$ cat config.mk
export PLATFORM = sky130hd
export DESIGN_NAME = world_tile_writer
export DESIGN_NICKNAME = d
export VERILOG_FILES = /design/src/rtl/world_tile_writer.sv
export SDC_FILE = /design/constraint.sdc
export NUM_CORES = 1
export LEC_CHECK = 0
export CORE_MARGIN = 4
export CORE_UTILIZATION = 57
export CTS_CLUSTER_SIZE = 25
export DETAILED_ROUTE_END_ITERATION = 16
export DONT_BUFFER_PORTS = 1
export PLACE_DENSITY = 0.76
export SYNTH_ARGS = -nofsm -noshare
export SYNTH_HDL_FRONTEND = slang
export SYNTH_SLANG_ARGS = --single-unit
$ cat constraint.sdc
create_clock -name i_clk -period 4.2 [get_ports i_clk]
set_clock_uncertainty 0.2 [all_clocks]
set_input_delay 0.84 -clock i_clk [delete_from_list [all_inputs] [get_ports i_clk]]
set_output_delay 0.84 -clock i_clk [all_outputs]
set_load 0.01 [all_outputs]
$ cat src/rtl/world_tile_writer.sv
// world_tile_writer: buffers SET/FILL tile edits in a small FIFO and commits them to the world map RAM only during vertical blank.
module world_tile_writer #(
  parameter int NUM_CELLS  = 1200,
  parameter int ADDR_W     = 11,
  parameter int DATA_W     = 5,
  parameter int FIFO_DEPTH = 4
) (
  input  logic              i_clk,
  input  logic              i_reset_n,
  input  logic              i_cmd_valid,
  output logic              o_cmd_ready,
  input  logic              i_cmd_op,
  input  logic [ADDR_W-1:0] i_cmd_addr,
  input  logic [ADDR_W-1:0] i_cmd_len,
  input  logic [DATA_W-1:0] i_cmd_data,
  input  logic              i_vblank,
  output logic              o_wr_en,
  output logic [ADDR_W-1:0] o_wr_addr,
  output logic [DATA_W-1:0] o_wr_data,
  output logic [2:0]        o_fifo_count,
  output logic              o_busy,
  output logic              o_done_pulse,
  output logic              o_err_pulse
);
  localparam int PW = $clog2(FIFO_DEPTH);
  localparam int EW = 2 * ADDR_W + DATA_W;
  localparam logic [ADDR_W:0] NC = (ADDR_W + 1)'(NUM_CELLS);
  typedef enum logic [1:0] {IDLE, WAIT_BLANK, WRITE} state_t;
  state_t            r_state, w_next;
  logic [EW-1:0]     r_mem [FIFO_DEPTH];
  logic [PW-1:0]     r_wptr, r_rptr;
  logic [2:0]        r_count;
  logic [ADDR_W-1:0] r_cur_addr, r_cur_rem;
  logic [DATA_W-1:0] r_cur_data;
  logic              r_last;
  logic [ADDR_W:0]   w_end;
  logic              w_legal, w_fire, w_push, w_pop, w_write;
  assign w_end   = {1'b0, i_cmd_addr} + {1'b0, i_cmd_len};
  assign w_legal = i_cmd_op ? (i_cmd_len != '0 && w_end <= NC) : ({1'b0, i_cmd_addr} < NC);
  assign w_fire  = i_cmd_valid & o_cmd_ready;
  assign w_push  = w_fire & w_legal;
  assign w_pop   = (r_state == IDLE) && (r_count != '0);
  // A pending command writes on any edge where vblank is high, so WAIT_BLANK commits directly.
  assign w_write = (r_state != IDLE) && i_vblank;
  assign o_cmd_ready  = r_count != 3'(FIFO_DEPTH);
  assign o_fifo_count = r_count;
  assign o_busy       = (r_count != '0) || (r_state != IDLE);
  always_comb begin
    w_next = r_state == IDLE ? (r_count != '0 ? WAIT_BLANK : IDLE) :
             !i_vblank ? WAIT_BLANK :
             r_cur_rem == ADDR_W'(1) ? IDLE : WRITE;
  end
  always_ff @(posedge i_clk) begin
    if (!i_reset_n) r_state <= IDLE;
    else r_state <= w_next;
  end
  always_ff @(posedge i_clk) begin
    if (w_push) r_mem[r_wptr] <= {i_cmd_addr, i_cmd_op ? i_cmd_len : ADDR_W'(1), i_cmd_data};
  end
  always_ff @(posedge i_clk) begin
    if (!i_reset_n) begin
      r_wptr       <= '0;
      r_rptr       <= '0;
      r_count      <= '0;
      r_cur_addr   <= '0;
      r_cur_rem    <= '0;
      r_cur_data   <= '0;
      r_last       <= 1'b0;
      o_wr_en      <= 1'b0;
      o_wr_addr    <= '0;
      o_wr_data    <= '0;
      o_done_pulse <= 1'b0;
      o_err_pulse  <= 1'b0;
    end else begin
      o_err_pulse  <= w_fire & ~w_legal;
      o_wr_en      <= w_write;
      r_last       <= w_write && r_cur_rem == ADDR_W'(1);
      o_done_pulse <= r_last;
      r_count      <= r_count + 3'(w_push) - 3'(w_pop);
      if (w_push) r_wptr <= r_wptr + PW'(1);
      if (w_pop) begin
        {r_cur_addr, r_cur_rem, r_cur_data} <= r_mem[r_rptr];
        r_rptr <= r_rptr + PW'(1);
      end
      if (w_write) begin
        o_wr_addr  <= r_cur_addr;
        o_wr_data  <= r_cur_data;
        r_cur_addr <= r_cur_addr + ADDR_W'(1);
        r_cur_rem  <= r_cur_rem - ADDR_W'(1);
      end
    end
  end
endmodule

# --- Word level (Yosys, flattened, before mapping) ---
# Memories as Yosys holds them, arrays and structs flattened. A register that Yosys moved wholly into a read port is not among the register bits.
# Index checks and enable logic that the tools add are counted.
word_totals:
  output_inout_bits: 24
  mem_count: 1
  mem_bits_rw: 108
  romBits: 0
  latchBits: 0
  regBits: 56
  in_bits: 32
  word_cells: 53
memory_table:
  columns: ["name", "depth", "word_bits", "read_ports", "rd_clocked_by_memory_dff", "write_ports", "line_no", "text"]
  rows:
  - ["r_mem", 4, 27, 1, 1, 1, "30", "logic [EW-1:0] r_mem [FIFO_DEPTH];"]
classes:
  reduce_logical: 10
  muxes: 14
  bitwise_logic: 4
  mul: 0
  shift: 0
  eq_ne: 2
  add_sub_neg: 7
  n_lt_le_gt_ge: 2
  n_div: 0
op_table:
  columns: ["op", "n"]
  rows:
  - ["$mux 11", 5]
  - ["$add 11x11->12", 1]
  - ["$le 12x11->1 const B", 1]
  - ["$add 11x1->11 const B", 1]
  - ["$eq 11x1->1 const B", 1]
  - ["$lt 11x11->1 const B", 1]
  - ["$reduce_bool 11->1", 1]
  - ["$sub 11x1->11 const B", 1]
  - ["$mux 2", 5]
  - ["$add 2x1->2 const B", 2]
  - ["$logic_and 1x1->1", 4]
  - ["$mux 1", 4]
  - ["$reduce_bool 2->1", 2]
  - ["$add 3x1->3", 1]
  - ["$and 1x1->1", 3]
  - ["$ne 3x3->1 const B", 1]
  - ["$reduce_bool 3->1", 1]
  - ["$sub 3x1->3", 1]
  - ["$logic_not 2->1", 1]
  - ["$logic_or 1x1->1", 1]
  - ["$not 1->1", 1]

# --- Depth between registers and ports, before layout ---
# Gate-level depths: netlist of run 1.
depth:
  word_depth: 7
  depth_mapped: 17

# --- Least setup slack after synthesis of run 1 ---
# No wires, ideal clock.
synth_path:
  kind: "in2reg"
  startpoint: "input port i_cmd_addr[0]"
  endpoint: "register r_count[2] (netlist: o_fifo_count[2])"
  n_path_buf: 0
  path_stages: 17
  setup_slack_ps: -36
  t_required_ps: 3872
  t_arrival_ps: 3909
  cell_sequence: "ha_1 -> fa_1 -> a21o_2 -> or3_1 -> o211ai_1 -> o31ai_1 -> a211o_1 -> a21oi_2 -> inv_1 -> ha_1 -> inv_1 -> ha_1 -> inv_1 -> fa_1 -> xor2_1 -> xnor2_1 -> nor2_1"
synth_between:
  elab_chain_cells: 7
synth_lines:
  columns: ["element", "line_no", "text"]
  rows:
  - ["start: declaration", "13", "input logic [ADDR_W-1:0] i_cmd_addr,"]
  - ["$add 11x11->12", "38", "assign w_end = {1'b0, i_cmd_addr} + {1'b0, i_cmd_len};"]
  - ["$le 12x11->1", "39", "assign w_legal = i_cmd_op ? (i_cmd_len != '0 && w_end <= NC) : ({1'b0, i_cmd_addr} < NC);"]
  - ["$logic_and 1x1->1", "39", null]
  - ["$mux 1 *", "39", null]
  - ["$and 1x1->1 *", "41", "assign w_push = w_fire & w_legal;"]
  - ["$add 3x1->3 *", "79", "r_count <= r_count + 3'(w_push) - 3'(w_pop);"]
  - ["$sub 3x1->3 *", "79", null]
  - ["end signal: assignment", "79", null]
  - ["end: declaration", "32", "logic [2:0] r_count;"]
# Mark *: on every way between the ends. The rest lies on a longest branch, timed or not.
# A chain may end at the register's enable or synchronous reset.

# --- Final worst setup path of run 1 ---
# Same ends and word-level chain as after synthesis.

==> run_results.csv, run 1 <==
group,metric,value,unit
logic_synthesis,syn_area,0.00720,mm²
clocking,htree_levels,4,
cells_and_area,final_layout_size_suffix_gt1_share,16.6,%
cells_and_area,finalNetCount,632,
power,vdd_ir_drop_max,0.420,mV
timing,max-slew-margin-rel,31.2,%
logic_synthesis,synth_edf_count,108,
worst_setup_path,cp.depth,18,
placed_design,gp_congestion,0.874,
worst_setup_path,path_buf_inv,5,
timing,fin_crit,3.95,ns
drt,drc,0,
floorplanning,num_io_pins,56,
cells_and_area,num_antenna_cells,0,
placed_design,port_buffers,0,
global_routing,grt_remaining_overflow,0,
placed_design,pre_cts_slack,-0.224,ns
timing,hold_viol,0,
placed_design,dpl.hpwl,10300,µm
global_routing,grt_pass1_vias,4715,
worst_setup_path,cp-start-kind,"input pin",
timing,rsz0062_at_grt,"no",
min_path,min_path_type,"reg2reg",
worst_setup_path,end_kind,"register",
worst_setup_path,r2r-end,"o_fifo_count[2]",
drt,drt-total-wl,15000,µm
logic_synthesis,async_flop_share,0,%
timing,fmax,253,MHz
clocking,cts_setup_buffers,0,
logic_synthesis,avgSynthCellArea,12.9,µm²
clocking,cts_buffer_depth,2,
clocking,cts_tree,"yes",
worst_setup_path,critPathMaxStageDelay,0.46,ns
global_routing,grt_pass1_wl,24800,µm
clocking,cts-buffers-inserted,17,
logic_synthesis,synth_nets,612,
timing,setup_viol,0,
run,maxCapViolCount,0,
power,p_leak,0.00277,µW
clocking,cts_sinks,166,
worst_setup_path,worstRegToRegCells,14,
clocking,ctsResizeCount,0,
worst_setup_path,worstPathArrival,4.05,ns
global_routing,antenna_found_initial,0,
drt,via_per_inst,6.05,
drt,wl_per_cell,19.8,µm
worst_setup_path,worstPathCellList,"ha_1 > buf_4 > a211oi_1 > buf_4 > nor4_1 > a2111oi_0 > o31ai_1 > a211o_1 > a21oi_2 > inv_1 > ha_1 > inv_1 > ha_1 > inv_1 > fa_1 > xor2_1 > xnor2_1 > nor2_1",
floorplanning,die_area,0.0145,mm²
cells_and_area,fillers,876,
floorplanning,start_util,59.2,%
worst_setup_path,cp_max_fo,5,
timing,post-route-period-util,94.1,%
worst_setup_path,regToRegStartpoint,"o_fifo_count[1]",
timing,drv_slew,0,
logic_synthesis,ys_seq_elements,166,
worst_setup_path,required,4.30,ns
worst_setup_path,slowest_stage,"a2111oi_0",
worst_setup_path,r2r_slack,1.31,ns
global_routing,grt_max_degree,43,
cells_and_area,area_growth,12.8,%
floorplanning,die_w,120,µm
timing,hold_slack,0.236,ns
worst_setup_path,crit_family,"compound AO/OA/AOI/OAI gates",
drt,ant_nets,0,
timing,setup_slack,0.250,ns
worst_setup_path,cp-endpoint,"o_fifo_count[2]",
outcome,status,"complete, no violations",
clocking,clk_latency,0.43,ns
clocking,clk_pin_slew,0.06,ns
logic_synthesis,ys.flop_type,"edfxtp_1",
clocking,cts_hold_buf,0,
clocking,cts-root-buf,"clkbuf_16",
logic_synthesis,synth_cells,558,
worst_setup_path,crit_start,"i_cmd_addr[0]",
floorplanning,fp-row-count,40,
worst_setup_path,path_class,"in2reg",
logic_synthesis,ys_seq_area_share,61.2,%
drt,first_iter_violations,482,
power,powerDensity,601,mW/mm²
drt,vias,4590,
logic_synthesis,synth_warnings,0,
logic_synthesis,synth_cell_type_count,62,
floorplanning,die_height,120,µm
drt,first_pass_iters,5,
global_routing,grt_usage,22.5,%
timing,tightestPinTransition,1.03,ns
floorplanning,core_area,0.0122,mm²
==> metrics by stage <==
| stage | instances | TNS [ns] | power (µW) | util [%] | area (µm²) |
|---|---|---|---|---|---|
| floorplan | 558 | 0 | 3100 | - | 7200 |
| global placement | 727 | -0.108 | 3390 | 62.1 | 7550 |
| detailed placement | 727 | -0.224 | 3440 | 62.1 | 7550 |
| CTS | 759 | 0 | 4900 | 66.7 | 8120 |
| global route | 759 | 0 | 5160 | 66.7 | 8120 |
| finish | 759 | 0 | 4880 | 66.7 | 8120 |
==> cell usage after synthesis, drive strengths merged, types with 7 or more instances <==
cell | number | area share (%)
ha | 20 | 3.5
clkbuf | 19 | 1.1
edfxtp | 108 | 45
dfxtp | 58 | 16
buf | 7 | 0.52
o21ai | 16 | 1.1
inv | 17 | 0.89
nor2 | 37 | 1.9
nor3 | 20 | 1.4
nand2 | 61 | 3.2
a21oi | 41 | 3.0
nand3 | 7 | 0.49
mux4 | 27 | 8.4
and2 | 17 | 1.5
a311oi | 7 | 0.94
==> state kept, by name (all words and copies together), names as in the netlist, 2 cells and up, named ones only <==
signal / count
o_wr_data: 5
r_cur_data: 5
r_mem: 108
r_wptr: 2
r_rptr: 2
o_wr_addr: 11
r_cur_rem: 11
o_fifo_count: 3
r_state: 2
r_cur_addr: 11
==> logic make-up (layout without fill, tap and decap cells) <==
| family | count (synthesis) | in the layout | share of synthesized area (%) |
|---|---|---|---|
| compound gates | 119 | 119 | 11.3 |
| fa+ha+maj | 22 | 22 | 4.03 |
| simple gates | 174 | 174 | 11.6 |
| buf+inv | 43 | 76 | 2.54 |
| flops | 166 | 166 | 61.2 |
| xor+xnor | 7 | 7 | 0.852 |
| mux | 27 | 27 | 8.45 |
==> routing by layer <==
layer / track usage, % / vias to the layer above / share of wire, %
li1: - / 2169 / -
met1: 29.8 / 2235 / 42
met2: 34.9 / 162 / 48
met3: 7.48 / 24 / 8.0
met4: 7.79 / 0 / 2.1
met5: 0 / - / 0
==> report_power, final <==
group          internal (µW)  total (µW)  switching, µW
logic                    551        1210            660
clock network            782        1460            681
registers               1960        2200            240
total                   3290        4880           1580
==> worst reg2reg max path, cell delays in order, from the launching register on <==
cell      delay, ns
dfxtp_1        0.50
nor2_1         0.07
nand2_1        0.19
nand2_1        0.13
o21bai_1       0.20
a21oi_2        0.17
inv_1          0.06
ha_1           0.28
inv_1          0.05
ha_1           0.12
inv_1          0.04
fa_1           0.36
xor2_1         0.17
xnor2_1        0.14
nor2_1         0.06
==> layout make-up <==
type / instances / area, µm² / area share [%]
multi-input cells: 349 / 2620 / 32.3
well taps: 168 / 210 / 2.59
inverters: 17 / 63.8 / 0.786
flip-flops and latches: 166 / 4410 / 54.3
repair buffers: 27 / 253 / 3.11
clock buffers: 17 / 425 / 5.24
clock inverters: 15 / 140 / 1.73
==> layout by cell type (no fill, tap or decap), types with 7 or more instances in the layout <==
master,n
buf_4,23
and2_1,17
a21oi_1,39
dfxtp_1,57
mux4_2,27
nor3_1,20
ha_1,20
inv_1,17
nand2_1,61
edfxtp_1,108
clkbuf_16,17
o21ai_0,15
nor2_1,37
nand3_1,7
==> worst min-delay path by stage <==
stage               startpoint      endpoint  slack (ns)  depth (start not counted)
CTS                     r_last  o_done_pulse        0.24                          1
global route            r_last  o_done_pulse        0.25                          1
floorplan               r_last  o_done_pulse        0.21                          1
global placement        r_last  o_done_pulse        0.22                          1
finish                  r_last  o_done_pulse        0.24                          1
detailed placement      r_last  o_done_pulse        0.22                          1
Power figures use the tool's default switching activity.
==> run 2: changes to the inputs <==
--- a/config.mk
+++ b/config.mk
@@ -10,7 +10,9 @@
 export CTS_CLUSTER_SIZE = 25
 export DETAILED_ROUTE_END_ITERATION = 16
 export DONT_BUFFER_PORTS = 1
+export MAX_ROUTING_LAYER = met4
 export PLACE_DENSITY = 0.76
 export SYNTH_ARGS = -nofsm -noshare
 export SYNTH_HDL_FRONTEND = slang
 export SYNTH_SLANG_ARGS = --single-unit
+export TNS_END_PERCENT = 1
==> run 2 against run 1 <==
  * Sequential power about the same
  * Combinational power about the same
  * Sequential share of layout area decreased by 0.15 points
  * Non-clock buffer count unchanged
  * Count of clock-buffer cells in the layout unchanged
  * First-iteration DRC count decreased by 12%
  * Design area increased by 0.28%
  * Cell count decreased by 0.26%
  * Core utilization increased by 0.19 points
  * Power increased by 1.4%
  * Critical path depth decreased by 1
  * Wire length decreased by 0.98%
  * Critical path type unchanged
  * Highest routed layer unchanged
==> run_results.csv, run 2 (synthesis results as in run 1) <==
group,metric,value,unit
outcome,status,"complete, no violations",
floorplanning,die_height,120,µm
drt,wl_met3,1090,µm
run,maxCapViolCount,0,
global_routing,grt_pass1_vias,4662,
floorplanning,die_area,0.0145,mm²
clocking,htree_levels,4,
power,p_leak,0.00278,µW
drt,vias,4586,
global_routing,grt_pass1_wl,24700,µm
cells_and_area,top_register,"r_mem",
worst_setup_path,path_class,"in2reg",
clocking,cts_setup_buffers,0,
placed_design,port_buffers,0,
clocking,ctsResizeCount,0,
cells_and_area,final_layout_size_suffix_gt1_share,16.5,%
clocking,clk_latency,0.42,ns
timing,fmax,252,MHz
worst_setup_path,crit_start,"i_cmd_addr[1]",
drt,wirelength_met1,6290,µm
global_routing,antenna_found_initial,0,
min_path,hp-start,"r_last",
worst_setup_path,regToRegStartpoint,"o_fifo_count[1]",
cells_and_area,final_cell_mix,"edfxtp_1, nand2_1, dfxtp_1",
timing,hold_viol,0,
cells_and_area,num_antenna_cells,0,
global_routing,grt_usage,22.9,%
clocking,cts-buffers-inserted,17,
drt,first_iter_violations,424,
timing,setup_viol,0,
placed_design,dpl.hpwl,10400,µm
power,powerDensity,607,mW/mm²
floorplanning,die_w,120,µm
cells_and_area,largest_reg_flops,108,
drt,drc,0,
drt,ant_nets,0,
clocking,cts_hold_buf,0,
floorplanning,fp-row-count,40,
worst_setup_path,required,4.29,ns
timing,max-slew-margin-rel,33.5,%
cells_and_area,finalNetCount,632,
worst_setup_path,cp-start-kind,"input pin",
min_path,min_path_type,"reg2reg",
timing,drv_slew,0,
floorplanning,start_util,59.2,%
drt,via_per_inst,6.06,
floorplanning,num_io_pins,56,
clocking,cts-root-buf,"clkbuf_16",
drt,wl_met2,7290,µm
floorplanning,core_area,0.0122,mm²
clocking,cts_buffer_depth,2,
timing,tightestPinTransition,0.996,ns
timing,fin_crit,3.98,ns
drt,drt-total-wl,14900,µm
drt,first_pass_iters,5,
clocking,clk_pin_slew,0.06,ns
clocking,cts_tree,"yes",
clocking,cts_sinks,166,
timing,hold_slack,0.239,ns
drt,highest_layer,"met4",
cells_and_area,area_growth,13.1,%
global_routing,grt_max_degree,43,
worst_setup_path,end_kind,"register",
worst_setup_path,worstPathArrival,4.07,ns
drt,wl_per_cell,19.7,µm
placed_design,gp_congestion,0.904,
timing,setup_tns,0,ns
global_routing,grt_remaining_overflow,0,
cells_and_area,fin_util,66.9,%
timing,rsz0062_at_grt,"no",
timing,post-route-period-util,94.6,%
power,vdd_ir_drop_max,0.287,mV
cells_and_area,mostFrequentLayoutCell,"edfxtp_1",
worst_setup_path,cp_max_fo,6,
[run 2: cell types whose count changed in the layout (fill, tap and decap cells not counted), sizes merged]
cell	change
clkinvlp	-1
inv	+1
clkinv	-4
bufinv	+2
[run 2: layout make-up]
class                      instances  area [µm²]
clock buffer                      17         425
clock inverter                    13         163
fill                             864        4020
inverter                          17        63.8
multi-input combinational        349        2620
sequential                       166        4410
tap                              168         210
timing repair buffer              27         253
[run 2: worst paths after layout]
check             slack [ns]         endpoint  cells after the start
setup / recovery        0.22  o_fifo_count[2]                     17
hold / removal          0.24     o_done_pulse                      1
setup reg to reg        1.34  o_fifo_count[2]                     14
hold reg to reg         0.24     o_done_pulse                      1
[run 2: through the flow]
| stage | power (µW) | instances | instance area (µm²) | setup WS, ns |
|---|---|---|---|---|
| 4_1_cts | 4970 | 757 | 8140 | 0.185 |
| 3_5_place_dp | 3450 | 727 | 7550 | -0.244 |
| 3_3_place_gp | 3390 | 727 | 7550 | -0.109 |
| 6_report | 4940 | 757 | 8140 | 0.225 |
| 2_1_floorplan | 3100 | 558 | 7200 | 0.00957 |
| 5_1_grt | 5220 | 757 | 8140 | 0.00571 |
[run 2: critical path, cell delays in order]
cell and delay [ns]:
ha_1 0.29, a211oi_1 0.27, buf_4 0.16, nor4_1 0.04, a2111oi_0 0.44, o31ai_1 0.16
a211o_1 0.36, a21oi_2 0.20, inv_1 0.06, ha_1 0.28, inv_1 0.05, ha_1 0.12
inv_1 0.05, fa_1 0.37, xor2_1 0.17, xnor2_1 0.14, nor2_1 0.05
[run 2: routing by layer]
metal / up-vias / global-route usage (%)
met3: 14 / 6.59
met4: 0 / 6.59
met5: - / -
met1: 2283 / 29.3
met2: 128 / 36.0
li1: 2161 / -
[run 2: where the power goes]
| group | switching (µW) | total (µW) | internal, µW |
|---|---|---|---|
| logic | 656 | 1210 | 552 |
| clock network | 636 | 1530 | 892 |
| registers | 243 | 2210 | 1960 |
